===== config.mk =====
export PLATFORM = sky130hd
export DESIGN_NAME = fifo_uart_tx
export DESIGN_NICKNAME = d
export VERILOG_FILES = /design/src/rtl/fifo_uart_tx.sv
export SDC_FILE = /design/constraint.sdc
export NUM_CORES = 1
export LEC_CHECK = 0
export CORE_MARGIN = 2
export CORE_UTILIZATION = 60
export DETAILED_ROUTE_END_ITERATION = 7
export MAX_ROUTING_LAYER = met4
export PLACE_DENSITY_LB_ADDON = 0.1
export SLEW_MARGIN = 20
export SYNTH_ARGS = -nofsm -noshare
export SYNTH_HDL_FRONTEND = slang
export SYNTH_SLANG_ARGS = --single-unit
export TNS_END_PERCENT = 5

===== constraint.sdc =====
create_clock -name clk -period 4.9 [get_ports clk]
set_input_delay 1.47 -clock clk [delete_from_list [all_inputs] [get_ports clk]]
set_output_delay 1.47 -clock clk [all_outputs]
set_load 0.005 [all_outputs]

===== src/rtl/fifo_uart_tx.sv =====
// fifo_uart_tx: drains bytes from a TX FIFO and serialises them as UART frames, LSB first.
// The default build sends 8N1 frames. Defining FIFO_UART_TX_PARITY_EN inserts an even-parity bit,
// which gives 8E1 frames.
//
// Ports:
//   clk        - system clock; all logic is on its rising edge
//   rst        - asynchronous, active-low reset
//   fifo_empty - FIFO empty flag
//   fifo_dout  - FIFO read data, valid the cycle after fifo_rd_en
//   fifo_rd_en - FIFO read strobe, a single-cycle pulse per frame
//   serial_out - UART TX line, registered, idles high
//   busy       - high from the pop cycle through the end of the stop bit
//
// Frame timeline: POP (1 cycle), LOAD (1 cycle), START, DATA x WIDTH, [PARITY], STOP.
// Each line symbol lasts SYMBOL_EDGE_TIME cycles.

module fifo_uart_tx #(
    parameter int unsigned CLOCK_FREQ          = 125_000_000,
    parameter int unsigned BAUD_RATE           = 115_200,
    parameter int unsigned WIDTH               = 8,
    parameter int unsigned SYMBOL_EDGE_TIME    = CLOCK_FREQ / BAUD_RATE,
    parameter int unsigned CLOCK_COUNTER_WIDTH = $clog2(SYMBOL_EDGE_TIME)
) (
    input  logic             clk,
    input  logic             rst,
    input  logic             fifo_empty,
    input  logic [WIDTH-1:0] fifo_dout,
    output logic             fifo_rd_en,
    output logic             serial_out,
    output logic             busy
);

    localparam int unsigned BIT_CNT_WIDTH = (WIDTH > 1) ? $clog2(WIDTH) : 1;
    localparam logic [CLOCK_COUNTER_WIDTH-1:0] BAUD_LAST =
        CLOCK_COUNTER_WIDTH'(SYMBOL_EDGE_TIME - 1);
    localparam logic [BIT_CNT_WIDTH-1:0] BIT_LAST = BIT_CNT_WIDTH'(WIDTH - 1);

`ifdef FIFO_UART_TX_PARITY_EN
    typedef enum logic [2:0] {
        StIdle, StPop, StLoad, StStart, StData, StParity, StStop
    } state_e;
`else
    typedef enum logic [2:0] {
        StIdle, StPop, StLoad, StStart, StData, StStop
    } state_e;
`endif

    state_e                         state_q, state_d;
    logic [CLOCK_COUNTER_WIDTH-1:0] baud_q, baud_d;
    logic [BIT_CNT_WIDTH-1:0]       bit_q, bit_d;
    logic [WIDTH-1:0]               shift_q, shift_d;
    logic                           serial_q, serial_d;
    logic                           rd_en;
    logic                           baud_last;
`ifdef FIFO_UART_TX_PARITY_EN
    logic                           parity_q, parity_d;
`endif

    assign baud_last = (baud_q == BAUD_LAST);

    always_comb begin
        state_d  = state_q;
        baud_d   = baud_q + 1'b1;
        bit_d    = bit_q;
        shift_d  = shift_q;
        serial_d = serial_q;
        rd_en    = 1'b0;
`ifdef FIFO_UART_TX_PARITY_EN
        parity_d = parity_q;
`endif

        unique case (state_q)
            StIdle: begin
                // The baud counter is held cleared so it never free-runs while idle.
                baud_d   = '0;
                serial_d = 1'b1;
                if (!fifo_empty) begin
                    state_d = StPop;
                end
            end

            StPop: begin
                baud_d = '0;
                // The read strobe is gated with empty so that a read is never issued into an
                // empty FIFO, even if the flag changed since the state was entered.
                if (fifo_empty) begin
                    state_d = StIdle;
                end else begin
                    rd_en   = 1'b1;
                    state_d = StLoad;
                end
            end

            StLoad: begin
                // The popped word is on fifo_dout now; the start bit goes out next cycle.
                baud_d   = '0;
                bit_d    = '0;
                shift_d  = fifo_dout;
                serial_d = 1'b0;
                state_d  = StStart;
`ifdef FIFO_UART_TX_PARITY_EN
                parity_d = ^fifo_dout;
`endif
            end

            StStart: begin
                if (baud_last) begin
                    baud_d   = '0;
                    serial_d = shift_q[0];
                    shift_d  = shift_q >> 1;
                    state_d  = StData;
                end
            end

            StData: begin
                if (baud_last) begin
                    baud_d = '0;
                    if (bit_q == BIT_LAST) begin
`ifdef FIFO_UART_TX_PARITY_EN
                        serial_d = parity_q;
                        state_d  = StParity;
`else
                        serial_d = 1'b1;
                        state_d  = StStop;
`endif
                    end else begin
                        bit_d    = bit_q + 1'b1;
                        serial_d = shift_q[0];
                        shift_d  = shift_q >> 1;
                    end
                end
            end

`ifdef FIFO_UART_TX_PARITY_EN
            StParity: begin
                if (baud_last) begin
                    baud_d   = '0;
                    serial_d = 1'b1;
                    state_d  = StStop;
                end
            end
`endif

            StStop: begin
                if (baud_last) begin
                    baud_d   = '0;
                    serial_d = 1'b1;
                    // Chain straight into the next frame when data is waiting.
                    state_d  = fifo_empty ? StIdle : StPop;
                end
            end

            default: begin
                baud_d   = '0;
                serial_d = 1'b1;
                state_d  = StIdle;
            end
        endcase
    end

    always_ff @(posedge clk or negedge rst) begin
        if (!rst) begin
            state_q  <= StIdle;
            baud_q   <= '0;
            bit_q    <= '0;
            shift_q  <= '0;
            serial_q <= 1'b1;
`ifdef FIFO_UART_TX_PARITY_EN
            parity_q <= 1'b0;
`endif
        end else begin
            state_q  <= state_d;
            baud_q   <= baud_d;
            bit_q    <= bit_d;
            shift_q  <= shift_d;
            serial_q <= serial_d;
`ifdef FIFO_UART_TX_PARITY_EN
            parity_q <= parity_d;
`endif
        end
    end

    assign fifo_rd_en = rd_en;
    assign serial_out = serial_q;
    assign busy       = (state_q != StIdle);

endmodule


# Word-level counts from Yosys, hierarchy flattened
# Index checks and enable logic that the tools add are counted.
[word_totals]
ff_bits = 26
latchBits = 0
ram_bits = 0
romBits = 0
input_bits = 11
memories = 0
[classes]
n_addsub = 2
n_mul = 0
div = 0
magnitude_cmp = 0
eq_ne = 13
shifts = 0
muxes = 24
bitwise_logic = 1
reduce_logical = 9
[ops]
columns = ["op", "count"]
rows = [
  ["8-bit 2-to-1 mux", 3],
  ["8-bit one-hot mux with 3 select lines", 1],
  ["11-bit 2-to-1 mux", 2],
  ["3-bit 2-to-1 mux", 7],
  ["3-bit one-hot mux with 6 select lines", 1],
  ["2-bit != test (second input constant)", 6],
  ["11-bit by 1-bit adder with 11-bit output (second input constant)", 1],
  ["11-bit == test (second input constant)", 1],
  ["3-bit == test (second input constant)", 3],
  ["4-bit AND reduction", 2],
  ["1-bit 2-to-1 mux", 7],
  ["3-bit by 2-bit == test with 1-bit output (second input constant)", 2],
  ["3-bit one-hot mux with 2 select lines", 1],
  ["3-bit nonzero test", 2],
  ["1-bit one-hot mux with 5 select lines", 1],
  ["5-bit AND reduction", 1],
  ["3-bit by 1-bit adder with 3-bit output (second input constant)", 1],
  ["3-bit by 1-bit == test with 1-bit output (second input constant)", 1],
  ["3-bit zero test", 1],
  ["3-bit AND reduction", 1],
  ["3-bit OR reduction", 1],
  ["2-bit 2-to-1 mux", 1],
  ["2-bit nonzero test", 1],
  ["1-bit inverter", 1],
]

# Longest topological paths before layout
# Gate-level depths: netlist of run 1.
[depth]
ltp_word = 4
ltp_mapped = 7
mapped_depth_nobuf = 6

# Worst setup path before layout of run 1
# OpenSTA, ideal clock, no wires.
[synth_path]
path_kind = "input to output"
from = "input fifo_empty"
to = "output fifo_rd_en"
arrival_ns = 1.753
required_time_ns = 3.430
path_slack_ns = 1.677
path_stages = 1
cell_sequence = "nor4_1"
[synth_via]
elab_chain_len = 2
[synth_rtl]
columns = ["item", "line", "rtl"]
rows = [
  ["start: declaration", "26", "input logic fifo_empty,"],
  ["1-bit 2-to-1 mux", "86", "if (fifo_empty) begin"],
  ["1-bit 2-to-1 mux", "72", "unique case (state_q)"],
  ["end: declaration", "28", "output logic fifo_rd_en,"],
]
# No other way between the ends.

# Worst setup path after layout of run 1
# Ends and elaborated chain as after synthesis.

==> metrics, run 1 <==
postcts setup bufs=0; sequential area share after synthesis=43.3%; Cell Area, Synth=0.00151 mm^2; starting density of the core=about 62%; critical path capture point type=output pin; Max Slew Vio Count=0; post-layout minimum cycle time=4.29 ns; Hold Path Class=flip-flop to flip-flop; met2 routed WL=1410 um; Die Ht=around 54 um; # port buffers=13; # placed instances=193; Pre-antenna DRT Iters=4; Yosys top cell by area=dfrtp_1; Top Metal Used=met3; Non-Filler Instances=between 150 and 200; CTS tree=yes; clock latency at the later pin of the worst-skew pair=0.31 ns; core area=roughly 0.0024 mm^2; R2R depth=4; Avg Vias per Cell=just under 6; synth unique cells=38; Final GP Congestion=0.808; Rows=18; net switching power=0.0695 mW; Rel. slew slack=45.7%; number of setup violations in the final report=0; fill count=208; max incr delay on CP=around 0.6 ns; Final Skew=0.00383 ns; die width=54.1 um; status=finished clean; share of layout cells above drive strength 1=7.78%; fmax=233 MHz; switching share of power=20.6%; Wirelength per Cell=around 14 um; M1 wire length=1310 um; RSZ-0062 raised after global routing=false; Total Wirelength=2860 um; syn nets=173; Max Buffers Root-to-Sink=2; clock buffer count from CTS=3; I/O pins=14; Post-Synthesis Cells=roughly 160; Critical R2R Launch=state_q[0]$_DFFE_PN0P_; initial antenna violation count=0; CTS Root Cell=clkbuf_4; H-tree levels=1; R2R setup slack=2.75 ns; multi-input logic area=743 um^2; Arr. time, crit path=around 2.8 ns; most common cell after layout, fill and taps aside=dfrtp_1; Final Hold Fails=0; Critical Path Start Type=primary input; DRT antenna net count=0; GR Overflow Total=0; synth warn=0; register clock-pin slew on the reported worst setup and hold paths=0.14 ns; Post-CTS Resized=0; ys async rst share=100%; reg2reg end=shift_q[6]$_DFFE_PN0P_; CP Cell Sequence=clkdlybuf4s50_1 -> nor4_1 -> clkdlybuf4s50_1; pin count of the biggest net entering global routing=27; FF+latch area=about 650 um^2; Critical Path End=fifo_rd_en; fin nets=183; most used cell along the critical path=clkdlybuf4s50_1; Yosys reg bits=26; vias in the first global route=1,053; GRT Overall Usage=between 20 and 25%; first-pass GRT wire length=roughly 4600 um; Area Overhead vs Synth=10.1%; Pint=roughly 0.27 mW; Critical-path top delay cell=clkdlybuf4s50_1; Critical Path RT=about 3.4 ns; peak supply drop=around 190 uV; Worst setup startpoint=fifo_empty; CTS Sinks=26; static leakage=just under 0.8 nW; Final Cycle Share=between 80% and 90%; detailed-placement wirelength estimate=1960 um; Combinational Power Share=4.1%; Primary FF master, synth=dfrtp_1; critical path peak fanout=3; number of synthesized flops with an enable pin=0; # DRC=0; synth top area cells=dfrtp_1, mux2i_1, nor2_1; Final TNS setup=0 ns; Iter 0 DRT Violations=23; Power Density=203 mW/mm^2; n_diodes=0; Detail Route met3 WL=133 um; worst hold start=bit_q[0]$_DFFE_PN0P_; Yosys top cell area share=41.5%; Via Count=1,171; Clock power frac=32.2%; Reg power frac=63.7%; most frequent cells in the layout=dfrtp_1, nor2_1, clkdlybuf4s50_1, inv_1; die area=roughly 0.0029 mm^2; syn_area_per_cell=9.53 um^2; worst slew pin tran=0.806 ns; Crit Path Category=primary input to output pin; Max Cap Violations=0; hold-fix buffers at CTS=0
==> critical path, delay by kind of cell <==
| kind | cells | cell delay [ns] |
|---|---|---|
| and+or+nand+nor | 1 | 0.30 |
| buffers and inverters | 2 | 1.04 |
==> power groups by stage <==
stage | Clock [mW] | Sequential (mW) | Combinational (mW)
global route | 0.119 | 0.215 | 0.0156
detailed placement | 0 | 0.219 | 0.0141
global placement | 0 | 0.219 | 0.0139
finish | 0.109 | 0.215 | 0.0139
floorplan | 0 | 0.219 | 0.0000785
CTS | 0.111 | 0.215 | 0.0142
==> flip-flops by register name, summed over array words and instances, names as in the netlist <==
name        flops
serial_out      1
state_q         3
baud_q         11
bit_q           3
shift_q         8
==> area by class of cell <==
type                    instances  share of cell area, %
repair buffers                 14                   8.30
multi-input cells             109                   44.8
inverters                      14                   3.17
well taps                      30                   2.26
clock buffers                   4                   2.19
flip-flops and latches         26                   39.3
==> layer usage <==
layer  track usage [%]  vias up
met2              37.0       31
li1                  -      573
met5                 -        -
met3              3.33        0
met1              27.4      567
met4              7.08        0
==> how the worst min path moves through the flow <==
| stage | cells after the start | endpoint | slack (ns) |
|---|---|---|---|
| 2_1_floorplan | 1 | bit_q[0]$_DFFE_PN0P_ | 0.45 |
| 3_3_place_gp | 1 | bit_q[0]$_DFFE_PN0P_ | 0.47 |
| 3_5_place_dp | 1 | bit_q[0]$_DFFE_PN0P_ | 0.48 |
| 4_1_cts | 1 | bit_q[0]$_DFFE_PN0P_ | 0.50 |
| 5_1_grt | 1 | bit_q[0]$_DFFE_PN0P_ | 0.53 |
| 6_report | 1 | bit_q[0]$_DFFE_PN0P_ | 0.49 |
==> Yosys cell counts, types with 3 or more instances <==
master,count
nor2_1,22
o21ai_1,3
o221ai_1,7
xor2_1,7
a21oi_1,3
nand2_1,4
dfrtp_1,25
nand3_1,4
clkbuf_1,4
o21ai_0,9
buf_6,3
mux2i_1,9
ha_1,4
nor4_1,3
nor3b_1,7
nand4_1,4
inv_1,12
==> cells by family after synthesis <==
logic type / synth area share, %
XOR/XNOR: 5.23
adder cells (fa/ha/maj): 3.32
buffers and inverters: 7.39
flip-flops: 43.3
AND/OR/NAND/NOR: 20.0
multiplexers: 7.97
AO/OA/AOI/OAI: 12.8
==> through the flow <==
step                power [mW]  instance area [um^2]  hold WS (ns)  setup slack (ns)  util (%)
CTS                      0.340                  1660         0.499             0.608      68.2
detailed placement       0.233                  1620         0.477             0.607      66.7
finish                   0.337                  1660         0.491             0.612      68.2
global route             0.349                  1660         0.527             0.524      68.2
global placement         0.233                  1620         0.465             0.716      66.7
floorplan                0.219                  1510         0.445              1.68         -
Power figures use the tool's default switching activity.
==> inputs of run 2 (changes only) <==
--- a/config.mk
+++ b/config.mk
@@ -6,7 +6,7 @@
 export NUM_CORES = 1
 export LEC_CHECK = 0
 export CORE_MARGIN = 2
-export CORE_UTILIZATION = 60
+export CORE_UTILIZATION = 25
 export DETAILED_ROUTE_END_ITERATION = 7
 export MAX_ROUTING_LAYER = met4
 export PLACE_DENSITY_LB_ADDON = 0.1
==> run 2 against run 1 <==
Critical path depth stayed put. Sequential share of layout area is 1.5 points lower. First-iteration DRC count is 140% higher. Setup slack better by 0.037 ns. Routed wire length is 9.7% higher. Sequential power hardly changed. Register-to-register slack worse by 0.03 ns. Critical path type unchanged.
==> metrics, run 2 (synthesis results as in run 1) <==
status=finished clean; most common cell after layout, fill and taps aside=dfrtp_1; Final Hold Fails=0; Largest Register=baud_q; DP Area=0.00168 mm^2; Pre-antenna DRT Iters=4; detailed-placement wirelength estimate=about 2200 um; Final TNS setup=0 ns; first-pass GRT wire length=5500 um; met2 routed WL=between 1500 and 2000 um; starting density of the core=around a quarter; Combinational Power Share=4.1%; initial antenna violation count=0; clock latency at the later pin of the worst-skew pair=0.26 ns; Detail Route met3 WL=119 um; fill count=between 600 and 700; pin count of the biggest net entering global routing=27; Total Wirelength=3130 um; Max Buffers Root-to-Sink=2; Hold Path Class=flip-flop to flip-flop; vias in the first global route=1,160; I/O pins=14; Max Slew Vio Count=0; post-layout minimum cycle time=4.25 ns; Wirelength per Cell=12.9 um; Avg Vias per Cell=4.79; Final Cycle Share=between 80% and 90%; multi-input logic area=743 um^2; GRT Overall Usage=10.9%; static leakage=0.777 nW; fmax=235 MHz; net switching power=0.0722 mW; CTS Sinks=26; core area=0.00589 mm^2; clock buffer count from CTS=3; Top Metal Used=met4; Pint=0.280 mW; Power Density=204 mW/mm^2; Post-CTS Resized=0; hold-fix buffers at CTS=0; n_diodes=0; # DRC=0; Max Cap Violations=0; GR Overflow Total=0; Final GP Congestion=0.777; share of layout cells above drive strength 1=approximately 7.2%; Critical Path Start Type=primary input; M1 wire length=between 1000 and 1500 um; Critical Path RT=approximately 3.4 ns; FF+latch area=652 um^2; critical path peak fanout=3; DRT antenna net count=0; RSZ-0062 raised after global routing=false; number of setup violations in the final report=0; WHS=0.494 ns; Iter 0 DRT Violations=55; register clock-pin slew on the reported worst setup and hold paths=about 0.090 ns; worst slew pin tran=roughly 0.88 ns; Via Count=1,159; Arr. time, crit path=approximately 2.8 ns; switching share of power=20.5%; Clock power frac=a little over a third; H-tree levels=1; Reg power frac=60.9%; Die Ht=81.6 um; most frequent cells in the layout=dfrtp_1, nor2_1, clkdlybuf4s50_1, inv_1; Largest regs=baud_q (11), shift_q (8); Rows=28; fin nets=approximately 180; Final Skew=0.00475 ns; post-route cell area=0.00172 mm^2; die width=81.6 um; peak supply drop=94.0 uV; Crit Path Category=primary input to output pin; critical path capture point type=output pin; Area Overhead vs Synth=14.5%; max reg flops=11; CTS Root Cell=clkbuf_8; # port buffers=13; Rel. slew slack=roughly two fifths; CTS tree=yes; die area=0.00666 mm^2; postcts setup bufs=0
run 2: cell types whose count changed in the layout (fill, tap and decap cells not counted):
cell,before,now
clkbuf_1,0,1
clkbuf_4,3,0
clkbuf_8,1,3
run 2: critical path, cell delays in order:
cell	delay (ns)
clkdlybuf4s50_1	0.45
nor4_1	0.28
clkdlybuf4s50_1	0.57
run 2: path summary, 6_finish.rpt:
kind | startpoint | endpoint | slack (ns) | cells after the start
worst max-delay path | fifo_empty | fifo_rd_en | 0.65 | 3
min in group asynchronous | rst | shift_q[5]$_DFFE_PN0P_ | 1.58 | 2
worst min-delay path | bit_q[0]$_DFFE_PN0P_ | bit_q[0]$_DFFE_PN0P_ | 0.49 | 1
max in group asynchronous | rst | serial_out$_DFFE_PN1P_ | 3.02 | 2
worst min register to register | bit_q[0]$_DFFE_PN0P_ | bit_q[0]$_DFFE_PN0P_ | 0.49 | 1
worst max register to register | state_q[0]$_DFFE_PN0P_ | shift_q[6]$_DFFE_PN0P_ | 2.72 | 4
run 2: cell type report:
cell class / count / share of cell area [%]
Clock buffer: 4 / 2.61
Inverter: 14 / 3.05
Multi-Input combinational cell: 109 / 43.1
Sequential cell: 26 / 37.8
Tap cell: 75 / 5.44
Timing Repair Buffer: 14 / 7.98
run 2: power groups by stage:
stage | combinational, mW | sequential [mW] | clock [mW]
after floorplan | 0.0000785 | 0.219 | 0
after global placement | 0.0146 | 0.219 | 0
after detailed placement | 0.0148 | 0.219 | 0
after CTS | 0.0149 | 0.214 | 0.132
after global routing | 0.0158 | 0.214 | 0.145
final | 0.0143 | 0.214 | 0.124
run 2: stage by stage:
stage               instances  util, %  power [mW]  setup slack [ns]
floorplan                 158        -       0.219              1.68
global placement          238     28.5       0.233             0.625
detailed placement        238     28.5       0.233             0.629
CTS                       242     29.3       0.361             0.629
global route              242     29.3       0.375             0.537
finish                    242     29.3       0.352             0.649
run 2: per-layer routing:
layer	track usage (%)	up-vias
met5	-	-
met4	4.00	0
met3	1.32	2
met2	17.8	24
met1	14.0	558
li1	-	575
==> inputs of run 3 (changes only) <==
--- a/config.mk
+++ b/config.mk
@@ -5,8 +5,10 @@
 export SDC_FILE = /design/constraint.sdc
 export NUM_CORES = 1
 export LEC_CHECK = 0
+export CAP_MARGIN = 20
 export CORE_MARGIN = 2
 export CORE_UTILIZATION = 25
+export CTS_BUF_LIST = sky130_fd_sc_hd__clkbuf_8
 export DETAILED_ROUTE_END_ITERATION = 7
 export MAX_ROUTING_LAYER = met4
 export PLACE_DENSITY_LB_ADDON = 0.1
==> run 3 against run 2 <==
Cell area stayed put. Setup slack hardly changed. Non-clock buffer count stayed put. Via count unchanged. Critical path depth stayed put. Register-to-register slack is essentially flat. Maximum frequency stayed put. Critical path type unchanged. Largest power group unchanged. Highest routed layer unchanged.
==> metrics, run 3 (synthesis results as in run 1) <==
Max Buffers Root-to-Sink=2; most frequent cells in the layout=dfrtp_1, nor2_1, inv_1, clkdlybuf4s50_1; # port buffers=13; DP Area=between 0.0015 and 0.002 mm^2; Critical R2R Launch=state_q[0]$_DFFE_PN0P_; post-layout minimum cycle time=4.25 ns; CTS tree=yes; H-tree levels=1; postcts setup bufs=0; register clock-pin slew on the reported worst setup and hold paths=roughly 0.090 ns; R2R setup slack=2.73 ns; peak supply drop=94.0 uV; max reg flops=11; # DRC=0; I/O pins=14; Critical-path top delay cell=clkdlybuf4s50_1; Post-CTS Resized=0; Largest Register=baud_q; Total Wirelength=about 3100 um; initial antenna violation count=0; Rel. slew slack=40.8%; detailed-placement wirelength estimate=2150 um; hold-fix buffers at CTS=0; worst setup margin=0.649 ns; CTS Sinks=26; Max Cap Violations=0; max incr delay on CP=0.57 ns; Arr. time, crit path=approximately 2.8 ns; Critical Path End=fifo_rd_en; Final TNS setup=0 ns; critical path capture point type=output pin; Critical Path RT=3.43 ns; Power Density=203 mW/mm^2; Final GP Congestion=~0.78; Area Overhead vs Synth=14.5%; R2R depth=4; clock latency at the later pin of the worst-skew pair=0.26 ns; Final Cycle Share=86.8%; GRT Overall Usage=10.9%; status=finished clean; number of setup violations in the final report=0; reg2reg end=shift_q[6]$_DFFE_PN0P_; worst slew pin tran=0.879 ns; vias in the first global route=between 1,000 and 1,500; starting density of the core=about a quarter; CTS Root Cell=clkbuf_8; fmax=235 MHz; GR Overflow Total=0; Final Skew=between 0.005 and 0.006 ns; Final Hold Fails=0; Largest regs=baud_q (11), shift_q (8); fin nets=183; Pre-antenna DRT Iters=4; CP Cell Sequence=clkdlybuf4s50_1 -> nor4_1 -> clkdlybuf4s50_1; Wirelength per Cell=around 13 um; Avg Vias per Cell=roughly 4.8; die width=81.6 um; Die Ht=81.6 um; most used cell along the critical path=clkdlybuf4s50_1; critical path peak fanout=3; n_diodes=0; post-route cell area=0.00172 mm^2; Final Core Density=between 20% and 30%; Worst setup startpoint=fifo_empty; Max Slew Vio Count=0; pin count of the biggest net entering global routing=27; first-pass GRT wire length=between 5000 and 6000 um; static leakage=0.781 nW; Iter 0 DRT Violations=55; Pwr Total=0.350 mW; die area=0.00666 mm^2; Critical Path Start Type=primary input; Rows=28; Hold Path Class=flip-flop to flip-flop; share of layout cells above drive strength 1=7.19%; core area=between 0.005 and 0.006 mm^2; RSZ-0062 raised after global routing=false; most common cell after layout, fill and taps aside=dfrtp_1; Crit Path Category=primary input to output pin; clock buffer count from CTS=3; Setup WS pre-CTS=0.629 ns; DRT antenna net count=0; Via Count=1,159
[run 3: changes by cell type in the layout (fill, tap and decap cells not counted)]
cell / previous run / this run
clkbuf_1: 1 / 0
inv_1: 12 / 13
[run 3: final cells by class]
type | instances | area [um^2]
clock inverter | 1 | 3.75
tap | 75 | 93.8
timing repair buffer | 14 | 138
inverter | 14 | 52.6
sequential | 26 | 652
clock buffer | 3 | 41.3
multi-input combinational | 109 | 743
fill | 622 | 4160
[run 3: worst min-delay path by stage]
stage / start / end / slack (ns) / cells past startpoint
final: bit_q[0]$_DFFE_PN0P_ / bit_q[0]$_DFFE_PN0P_ / 0.49 / 1
after global routing: bit_q[0]$_DFFE_PN0P_ / bit_q[0]$_DFFE_PN0P_ / 0.53 / 1
after CTS: bit_q[0]$_DFFE_PN0P_ / bit_q[0]$_DFFE_PN0P_ / 0.50 / 1
after detailed placement: bit_q[0]$_DFFE_PN0P_ / bit_q[0]$_DFFE_PN0P_ / 0.49 / 1
after global placement: bit_q[0]$_DFFE_PN0P_ / bit_q[0]$_DFFE_PN0P_ / 0.48 / 1
after floorplan: bit_q[0]$_DFFE_PN0P_ / bit_q[0]$_DFFE_PN0P_ / 0.45 / 1
[run 3: worst max-delay path, delay by kind of cell]
kind / cells / cell delay [ns]
buffers and inverters: 2 / 1.02
and+or+nand+nor: 1 / 0.28
[run 3: report_power, final]
group	internal, mW	switching, mW
Sequential	0.214	0
Combinational	0.00762	0.00671
Clock	0.0560	0.0656
Total	0.278	0.0723
[run 3: through the flow]
| stage | hold WS, ns | instances |
|---|---|---|
| detailed placement | 0.491 | 238 |
| global route | 0.530 | 242 |
| floorplan | 0.445 | 158 |
| CTS | 0.504 | 242 |
| global placement | 0.482 | 238 |
| finish | 0.494 | 242 |
[run 3: layer usage]
layer | vias up | share of wire, % | track usage, %
met3 | 2 | 3.8 | 1.32
li1 | 575 | - | -
met4 | 0 | 0.67 | 4.00
met1 | 558 | 48 | 14.0
met2 | 24 | 48 | 17.8
met5 | - | 0 | -
